`config.mk`:
```
export PLATFORM = sky130hd
export DESIGN_NAME = keypad_scan_fsm
export DESIGN_NICKNAME = d
export VERILOG_FILES = /design/src/rtl/keypad_scan_fsm.sv
export SDC_FILE = /design/constraint.sdc
export NUM_CORES = 1
export LEC_CHECK = 0
export BUFFER_PORTS_ARGS = -buffer_cell sky130_fd_sc_hd__buf_2
export CORE_UTILIZATION = 50
export DETAILED_ROUTE_END_ITERATION = 12
export HOLD_SLACK_MARGIN = 0.15
export PLACE_DENSITY = 0.67
export SYNTH_ARGS = -nofsm -noshare
export SYNTH_HDL_FRONTEND = slang
export SYNTH_SLANG_ARGS = --single-unit
```
`constraint.sdc`:
```
create_clock -name clk -period 2.6 [get_ports clk]
set_clock_uncertainty 0.2 [all_clocks]
set_input_delay 0.26 -clock clk [delete_from_list [all_inputs] [get_ports clk]]
set_output_delay 0.26 -clock clk [all_outputs]
set_load 0.02 [all_outputs]
```
`src/rtl/keypad_scan_fsm.sv`:
```
// Keypad row scanner with press/release debounce, hex decode and 2-deep history.
// Optional: define KEYPAD_REPEAT_EN to re-accept a held key every REPEAT_CYCLES.
module keypad_scan_fsm #(
    parameter int DEBOUNCE_CYCLES = 48,
    parameter int SYNC_LAT        = 2
`ifdef KEYPAD_REPEAT_EN
    ,
    parameter int REPEAT_CYCLES   = 1200
`endif
) (
    input  logic       clk,
    input  logic       reset,
    input  logic [3:0] cols,
    output logic [3:0] rows,
    output logic [3:0] new_value,
    output logic [3:0] old_value,
    output logic       key_valid
);

    localparam int DW = (SYNC_LAT > 0) ? $clog2(SYNC_LAT + 1) : 1;
    localparam int CW = (DEBOUNCE_CYCLES > 1) ? $clog2(DEBOUNCE_CYCLES) : 1;
    localparam logic [DW-1:0] DWELL_LAST = DW'(SYNC_LAT);
    localparam logic [CW-1:0] DEB_LAST   = CW'(DEBOUNCE_CYCLES - 1);

    typedef enum logic [1:0] {
        SCAN,
        DEB_PRESS,
        HELD,
        DEB_RELEASE
    } state_t;

    state_t          state_q, state_d;
    logic [1:0]      row_idx_q, row_idx_d;
    logic [DW-1:0]   dwell_q, dwell_d;
    logic [CW-1:0]   deb_q, deb_d;
    logic [1:0]      col_q, col_d;
    logic [3:0]      rows_q, rows_d;
    logic [3:0]      new_value_q, new_value_d;
    logic [3:0]      old_value_q, old_value_d;
    logic            key_valid_q, key_valid_d;

    logic            sample;
    logic            advance;
    logic            accept;
    logic            rearm;
    logic [2:0]      hit;
    logic [3:0]      cap_pattern;
    logic            cap_high;

`ifdef KEYPAD_REPEAT_EN
    localparam int RW = (REPEAT_CYCLES > 1) ? $clog2(REPEAT_CYCLES) : 1;
    localparam logic [RW-1:0] REP_LAST = RW'(REPEAT_CYCLES - 1);
    logic [RW-1:0]   rep_q, rep_d;
`endif

    // {valid, column index}; valid only when exactly one column is low
    function automatic logic [2:0] one_cold(input logic [3:0] c);
        logic [2:0] r;
        r = 3'b000;
        unique case (c)
            4'b1110: r = 3'b100;
            4'b1101: r = 3'b101;
            4'b1011: r = 3'b110;
            4'b0111: r = 3'b111;
            default: r = 3'b000;
        endcase
        return r;
    endfunction

    function automatic logic [3:0] key_lut(
        input logic [1:0] r,
        input logic [1:0] c
    );
        logic [3:0] v;
        v = 4'h0;
        unique case ({r, c})
            4'h0: v = 4'h1;
            4'h1: v = 4'h2;
            4'h2: v = 4'h3;
            4'h3: v = 4'hA;
            4'h4: v = 4'h4;
            4'h5: v = 4'h5;
            4'h6: v = 4'h6;
            4'h7: v = 4'hB;
            4'h8: v = 4'h7;
            4'h9: v = 4'h8;
            4'hA: v = 4'h9;
            4'hB: v = 4'hC;
            4'hC: v = 4'hE;
            4'hD: v = 4'h0;
            4'hE: v = 4'hF;
            4'hF: v = 4'hD;
        endcase
        return v;
    endfunction

    always_ff @(posedge clk) begin
        if (!reset) begin
            state_q     <= SCAN;
            row_idx_q   <= '0;
            dwell_q     <= '0;
            deb_q       <= '0;
            col_q       <= '0;
            rows_q      <= 4'b1110;
            new_value_q <= '0;
            old_value_q <= '0;
            key_valid_q <= 1'b0;
`ifdef KEYPAD_REPEAT_EN
            rep_q       <= '0;
`endif
        end else begin
            state_q     <= state_d;
            row_idx_q   <= row_idx_d;
            dwell_q     <= dwell_d;
            deb_q       <= deb_d;
            col_q       <= col_d;
            rows_q      <= rows_d;
            new_value_q <= new_value_d;
            old_value_q <= old_value_d;
            key_valid_q <= key_valid_d;
`ifdef KEYPAD_REPEAT_EN
            rep_q       <= rep_d;
`endif
        end
    end

    always_comb begin
        state_d     = state_q;
        row_idx_d   = row_idx_q;
        dwell_d     = dwell_q;
        deb_d       = deb_q;
        col_d       = col_q;
        advance     = 1'b0;
        accept      = 1'b0;
        rearm       = 1'b0;
        sample      = (dwell_q == DWELL_LAST);
        hit         = one_cold(cols);
        cap_pattern = ~(4'b0001 << col_q);
        cap_high    = cols[col_q];

        unique case (state_q)
            SCAN: begin
                if (!sample) begin
                    dwell_d = dwell_q + 1'b1;
                end else if (hit[2]) begin
                    state_d = DEB_PRESS;
                    col_d   = hit[1:0];
                    deb_d   = '0;
                end else begin
                    advance = 1'b1;
                end
            end
            DEB_PRESS: begin
                if (cols != cap_pattern) begin
                    state_d = SCAN;
                    advance = 1'b1;
                end else if (deb_q == DEB_LAST) begin
                    state_d = HELD;
                    accept  = 1'b1;
                end else begin
                    deb_d = deb_q + 1'b1;
                end
            end
            HELD: begin
                if (cap_high) begin
                    state_d = DEB_RELEASE;
                    deb_d   = '0;
                end
            end
            DEB_RELEASE: begin
                if (!cap_high) begin
                    deb_d = '0;
                end else if (deb_q == DEB_LAST) begin
                    state_d = SCAN;
                    advance = 1'b1;
                end else begin
                    deb_d = deb_q + 1'b1;
                end
            end
        endcase

        if (advance) begin
            row_idx_d = row_idx_q + 2'd1;
            dwell_d   = '0;
        end

`ifdef KEYPAD_REPEAT_EN
        // Counter only runs while staying in HELD, so entry and exit clear it
        rep_d = '0;
        if (state_q == HELD && state_d == HELD) begin
            if (rep_q == REP_LAST) begin
                rearm = 1'b1;
            end else begin
                rep_d = rep_q + 1'b1;
            end
        end
`endif
    end

    always_comb begin
        rows_d      = ~(4'b0001 << row_idx_d);
        new_value_d = new_value_q;
        old_value_d = old_value_q;
        key_valid_d = 1'b0;
        if (accept) begin
            old_value_d = new_value_q;
            new_value_d = key_lut(row_idx_q, col_q);
            key_valid_d = 1'b1;
        end else if (rearm) begin
            old_value_d = new_value_q;
            key_valid_d = 1'b1;
        end
    end

    assign rows      = rows_q;
    assign new_value = new_value_q;
    assign old_value = old_value_q;
    assign key_valid = key_valid_q;

endmodule
```
# Word-level counts from Yosys, hierarchy flattened
# Memories as Yosys holds them, arrays and structs flattened. A register that Yosys moved wholly into a read port is not among the register bits.
# Cells that the tools add are included.
[totals]
regBits = 23
romBits = 64
input_bits = 6
output_inout_bits = 13
memories = 1
[memory_table]
columns = ["memory", "depth", "word_bits", "rd", "rd_ports_with_merged_regs", "write_ports", "line_no", "text"]
rows = [
  ["(no name shown)", 16, 4, 1, 1, 0, "76", "unique case ({r, c})"],
]
[classes]
n_addsub = 3
n_lt_le_gt_ge = 1
n_eq_ne = 17
shifts = 2
muxes = 28
n_bitwise = 4
n_reduce_logical = 7
[ops]
columns = ["op", "n"]
rows = [
  ["$mux 6", 6],
  ["$pmux 6 s4", 1],
  ["$mux 2", 8],
  ["$eq 4x4->1 const B", 3],
  ["$ne 2x2->1 const B", 6],
  ["$pmux 3 s4", 1],
  ["$mux 1", 9],
  ["$not 4->4", 2],
  ["$pmux 2 s4", 1],
  ["$shl 1x2->4 const A", 2],
  ["$add 6x1->6 const B", 1],
  ["$eq 2x2->1 const B", 3],
  ["$eq 6x6->1 const B", 1],
  ["$reduce_and 6->1", 1],
  ["$add 2x1->2 const B", 2],
  ["$eq 4x3->1 const B", 1],
  ["$ne 4x4->1", 1],
  ["$reduce_and 4->1", 1],
  ["$lt 2x3->1 const B", 1],
  ["$ne 3x3->1 const B", 1],
  ["$pmux 1 s3", 1],
  ["$reduce_and 3->1", 1],
  ["$bmux 1 s2", 1],
  ["$eq 2x1->1 const B", 1],
  ["other kinds (5)", 6],
]

# Depth between registers and ports, before layout
[depth]
depth_word = 8
ltp_mapped = 8
mapped_depth_nobuf = 7

# Worst setup path before layout
# OpenSTA, ideal clock, no wires.
[synth_path]
path_kind = "register -> register"
from = "register col_q[0]"
to = "register rows_q[2], in the netlist rows[2]"
setup_ns = 0.117
t_arrival_ns = 1.890
required_ns = 2.283
setup_slack_ns = 0.393
path_stages_with_launch = 8
path_buffers = 0
path_cell_list = "dfxtp_1 inv_1 ha_1 xor2_1 a41oi_1 a41o_1 or3_4 o22a_1"
[synth_via]
elab_chain_len = 8
[synth_rtl]
columns = ["element", "line_no", "text"]
rows = [
  ["start: declaration", "36", "logic [1:0] col_q, col_d;"],
  ["start signal: assignment", "116", "col_q <= col_d;"],
  ["$shl 1x2->4", "138", "cap_pattern = ~(4'b0001 << col_q);"],
  ["$not 4->4", "138", ""],
  ["$ne 4x4->1", "154", "if (cols != cap_pattern) begin"],
  ["$mux 1", "154", ""],
  ["$pmux 1 s3 (*)", "141", "unique case (state_q)"],
  ["$mux 2 (*)", "182", "if (advance) begin"],
  ["$shl 1x2->4 (*)", "201", "rows_d = ~(4'b0001 << row_idx_d);"],
  ["$not 4->4 (*)", "201", ""],
  ["end signal: assignment", "117", "rows_q <= rows_d;"],
  ["end: declaration", "37", "logic [3:0] rows_q, rows_d;"],
]
# Mark *: on every way between the ends. The rest lies on a longest branch, timed or not. The select of a mux whose other input is x is not followed.
# A chain may end at the register's enable or synchronous reset.

# Worst setup path after layout
# Same ends and word-level chain as after synthesis.

==> summary.md <==
| Metric | Value |
|---|---|
| Dpl hpwl | 2340 um |
| Bufs on Longest Clock Path | 2 |
| Synth Cell Area | 0.00157 sq mm |
| Largest net degree at the start of global routing | 21 |
| Most frequent cell after synthesis | dfxtp_1 |
| Layout cells sized above 1 | 16.9% |
| RSZ-0062 raised after global routing | false |
| Min-Delay Startpoint | cols[1] |
| DRC viols | 1 |
| Switching Share | 36.0% |
| Post-synth top cells | dfxtp_1 (27), nor2_1 (17), inv_1 (12) |
| Final Hold Viols | 0 |
| Net Sw Power | 0.000384 W |
| Die area | 0.00337 sq mm |
| Mapped Avg Cell Area | 8.59 sq um |
| Slew Limit Fails | 0 |
| WP data arrival | 2440 ps |
| Syn_nets | 196 |
| Placer Congestion | 0.750 |
| Internal power | 0.000684 W |
| TNS Setup | 0 ps |
| Vias in the first global route | 1264 |
| Root buffer cell | clkbuf_4 |
| Worst-path clk slew | 140 ps |
| Most common flop cell mapped by yosys | dfxtp_1 |
| Final Cycle Share | 92.8% |
| Post-Layout Cell Count | 243 |
| Post-synth EDFFs | 0 |
| Sequential area share after synthesis | 34.4% |
| Boundary pin count | 19 |
| Post-CTS setup buffers | 0 |
| Port-buffer cells | 18 |
| Met3 wire len | 107 um |
| Pre-CTS WS | 231 ps |
| Min cycle time layout | 2410 ps |
| Core ar. | 0.00288 sq mm |
| Actual slew at the worst max-slew pin | 609 ps |
| HP Class | primary input to register |
| # setup viols final | 0 |
| Met1 wire length | 1620 um |
| Clock power share | 16.7% |
| CTS Buf Count | 3 |
| Worst R2R Start | col_q[0]$_SDFFE_PN0P_ |
| Vias | 1379 |
| Design Power | 0.00107 W |
| Top sig layer | met3 |
| CP endpoint kind | register |
| Fin area | 0.00175 sq mm |
| Main area contributors after synthesis | dfxtp_1 (34%), ha_1 (5.6%), nor2_1 (4.1%) |
| Critical-path cell list | inv_1, ha_1, xor2_1, a41oi_1, a41o_1, or3_4, o22a_1 |
| Antenna violations before repair | 0 |
| Worst path required time | 2630 ps |
| Slew HR | 59.4% |
| Warnings, synthesis | 0 |
| Area Growth Syn to Fin | 11.1% |
| Lkg Pwr | 0.684 nW |
| Max Cap Viol | 0 |
| Combinational share of power | 34.2% |
| Yosys cell types | 45 |
| Pwr/cell area | 612 mW/mm^2 |
| Failing checks | DRC |
| Asr flop ratio synth | 0% |
| Cell count after synthesis | 183 |
| Initial Util | 54.6% |
| Slowest cell on the critical path | dfxtp_1 |
| GRT Util Overall | 20.8% |
| Final WL | 3190 um |
| Die H | 58.1 um |
| DRT iter0 DRCs | 97 |
| Flops & latches, synth | 27 |
| Reg power frac | 49.1% |
| First-pass GRT wire length | 5570 um |
| CP max stage delay | 490 ps |
| Peak VDD IR | 466 uV |
| Status | finished with violations |
| WL/cell | 13.1 um |
| Critical Path Source | col_q[0]$_SDFFE_PN0P_ |
| Chip width | 58.1 um |
| Yosys top cell area share | 34.4% |
| CTS H-Tree Depth | 1 |
| Cell Rows | 19 |
| Critical Path Fanout Max | 7 |
| Antenna diode count | 0 |
| Post-DP Area | 0.00169 sq mm |
| GRT overflow | 0 |
| Type of origin of the critical path | register |
| Clk Latency, worst-skew pair | 320 ps |
| DR WL met2 | 1460 um |
| Clock sinks | 27 |
| Crit Path Class | register to register |
| Clock tree from TritonCTS | yes |
| First-pass iteration count of the detailed router | 8 |
| Most area-hungry cell type in the Yosys netlist | dfxtp_1 |
| Placed cells | 236 |
| Setup ws final | 187 ps |
| Fmax | 0.414 GHz |
| Final Net Count | 215 |
| DRT antenna net count | 0 |
| Vias/cell | 5.67 |
critical path, delay by kind of cell (launching register included):
kind	cells	cell delay, ps
xor gates and xnor gates	1	190
DFF	1	490
adders and majority gates	1	240
AOI/OAI and AO/OA	3	700
and+or+nand+nor	1	350
buffers and inverters	1	140
cell families (layout without fill, tap and decap cells):
| group | after synthesis | after routing | synth area share, % |
|---|---|---|---|
| buffers and inverters | 24 | 42 | 6.93 |
| flip-flops | 27 | 27 | 34.4 |
| AND/OR/NAND/NOR | 66 | 66 | 22.2 |
| multiplexers | 8 | 8 | 6.69 |
| AO/OA/AOI/OAI | 43 | 43 | 19.7 |
| adder cells (fa/ha/maj) | 7 | 7 | 5.57 |
| XOR/XNOR | 8 | 8 | 4.46 |
timing repair:
item	4_1_cts	5_1_grt
setup endpoints to repair	0	0
hold buffers	3	0
hold endpoints to repair	8	0
resized for setup	0	0
sequential cells by signal, summed over array words and instances (netlist names), named ones only:
| register | cells |
|---|---|
| deb_q | 6 |
| new_value | 4 |
| old_value | 4 |
| rows | 4 |
| col_q | 2 |
| dwell_q | 2 |
| row_idx_q | 2 |
| key_valid | 1 |
| state_q | 1 |
worst paths after layout:
kind,end,slack [ps],cells past startpoint
min reg2reg,old_value[2]$_SDFFE_PN0P_,310,2
max,rows[2]$_SDFF_PN1_,190,7
min,col_q[1]$_SDFFE_PN0P_,190,3
max reg2reg,rows[2]$_SDFF_PN1_,190,7
cell type report:
type,count,area [sq um]
flip-flops and latches,27,541
clock inverters,1,5.00
well taps,42,52.6
inverters,12,45.0
multi-input cells,132,922
clock buffers,3,22.5
repair buffers,26,158
fillers,271,1130
stage by stage:
step | hold WS (ps) | util (%)
4_1_cts | 183 | 60.7
2_1_floorplan | 263 | -
3_3_place_gp | 267 | 58.7
6_report | 191 | 60.7
5_1_grt | 200 | 60.7
3_5_place_dp | 284 | 58.7
routing by layer:
layer	vias to the layer above	track usage (%)
met5	-	0
met4	0	4.08
met3	0	2.68
met2	32	34.6
met1	635	29.0
li1	712	-
power by group through the flow:
stage                     Clock, W  Combinational, W  Sequential (W)
after detailed placement         0          0.000357        0.000534
after global placement           0          0.000353        0.000533
final                     0.000178          0.000365        0.000525
after global routing      0.000205          0.000404        0.000535
after floorplan                  0          0.000285        0.000516
after CTS                 0.000187          0.000364        0.000525
layout by cell type, fill, tap and decap left out, types with 2 or more instances in the layout:
cell           instances
buf_2                 18
a21o_1                 2
inv_1                 12
a31o_2                 2
dlygate4sd3_1          3
a211oi_1               6
o211ai_1               3
xor2_1                 7
o21ai_0                3
ha_1                   7
nor3_1                 7
a31oi_1                5
and3_1                 4
mux4_2                 2
nand3_1                8
nand2_1                6
a221oi_1               2
nand2b_1               3
a21oi_1                8
mux2i_1                6
nand4_1                7
dfxtp_1               27
nor4_1                 3
buf_4                  5
nor2_1                17
nor2b_1                4
a41oi_1                2
clkbuf_4               3
No activity file was read; power rests on OpenSTA's default activity.
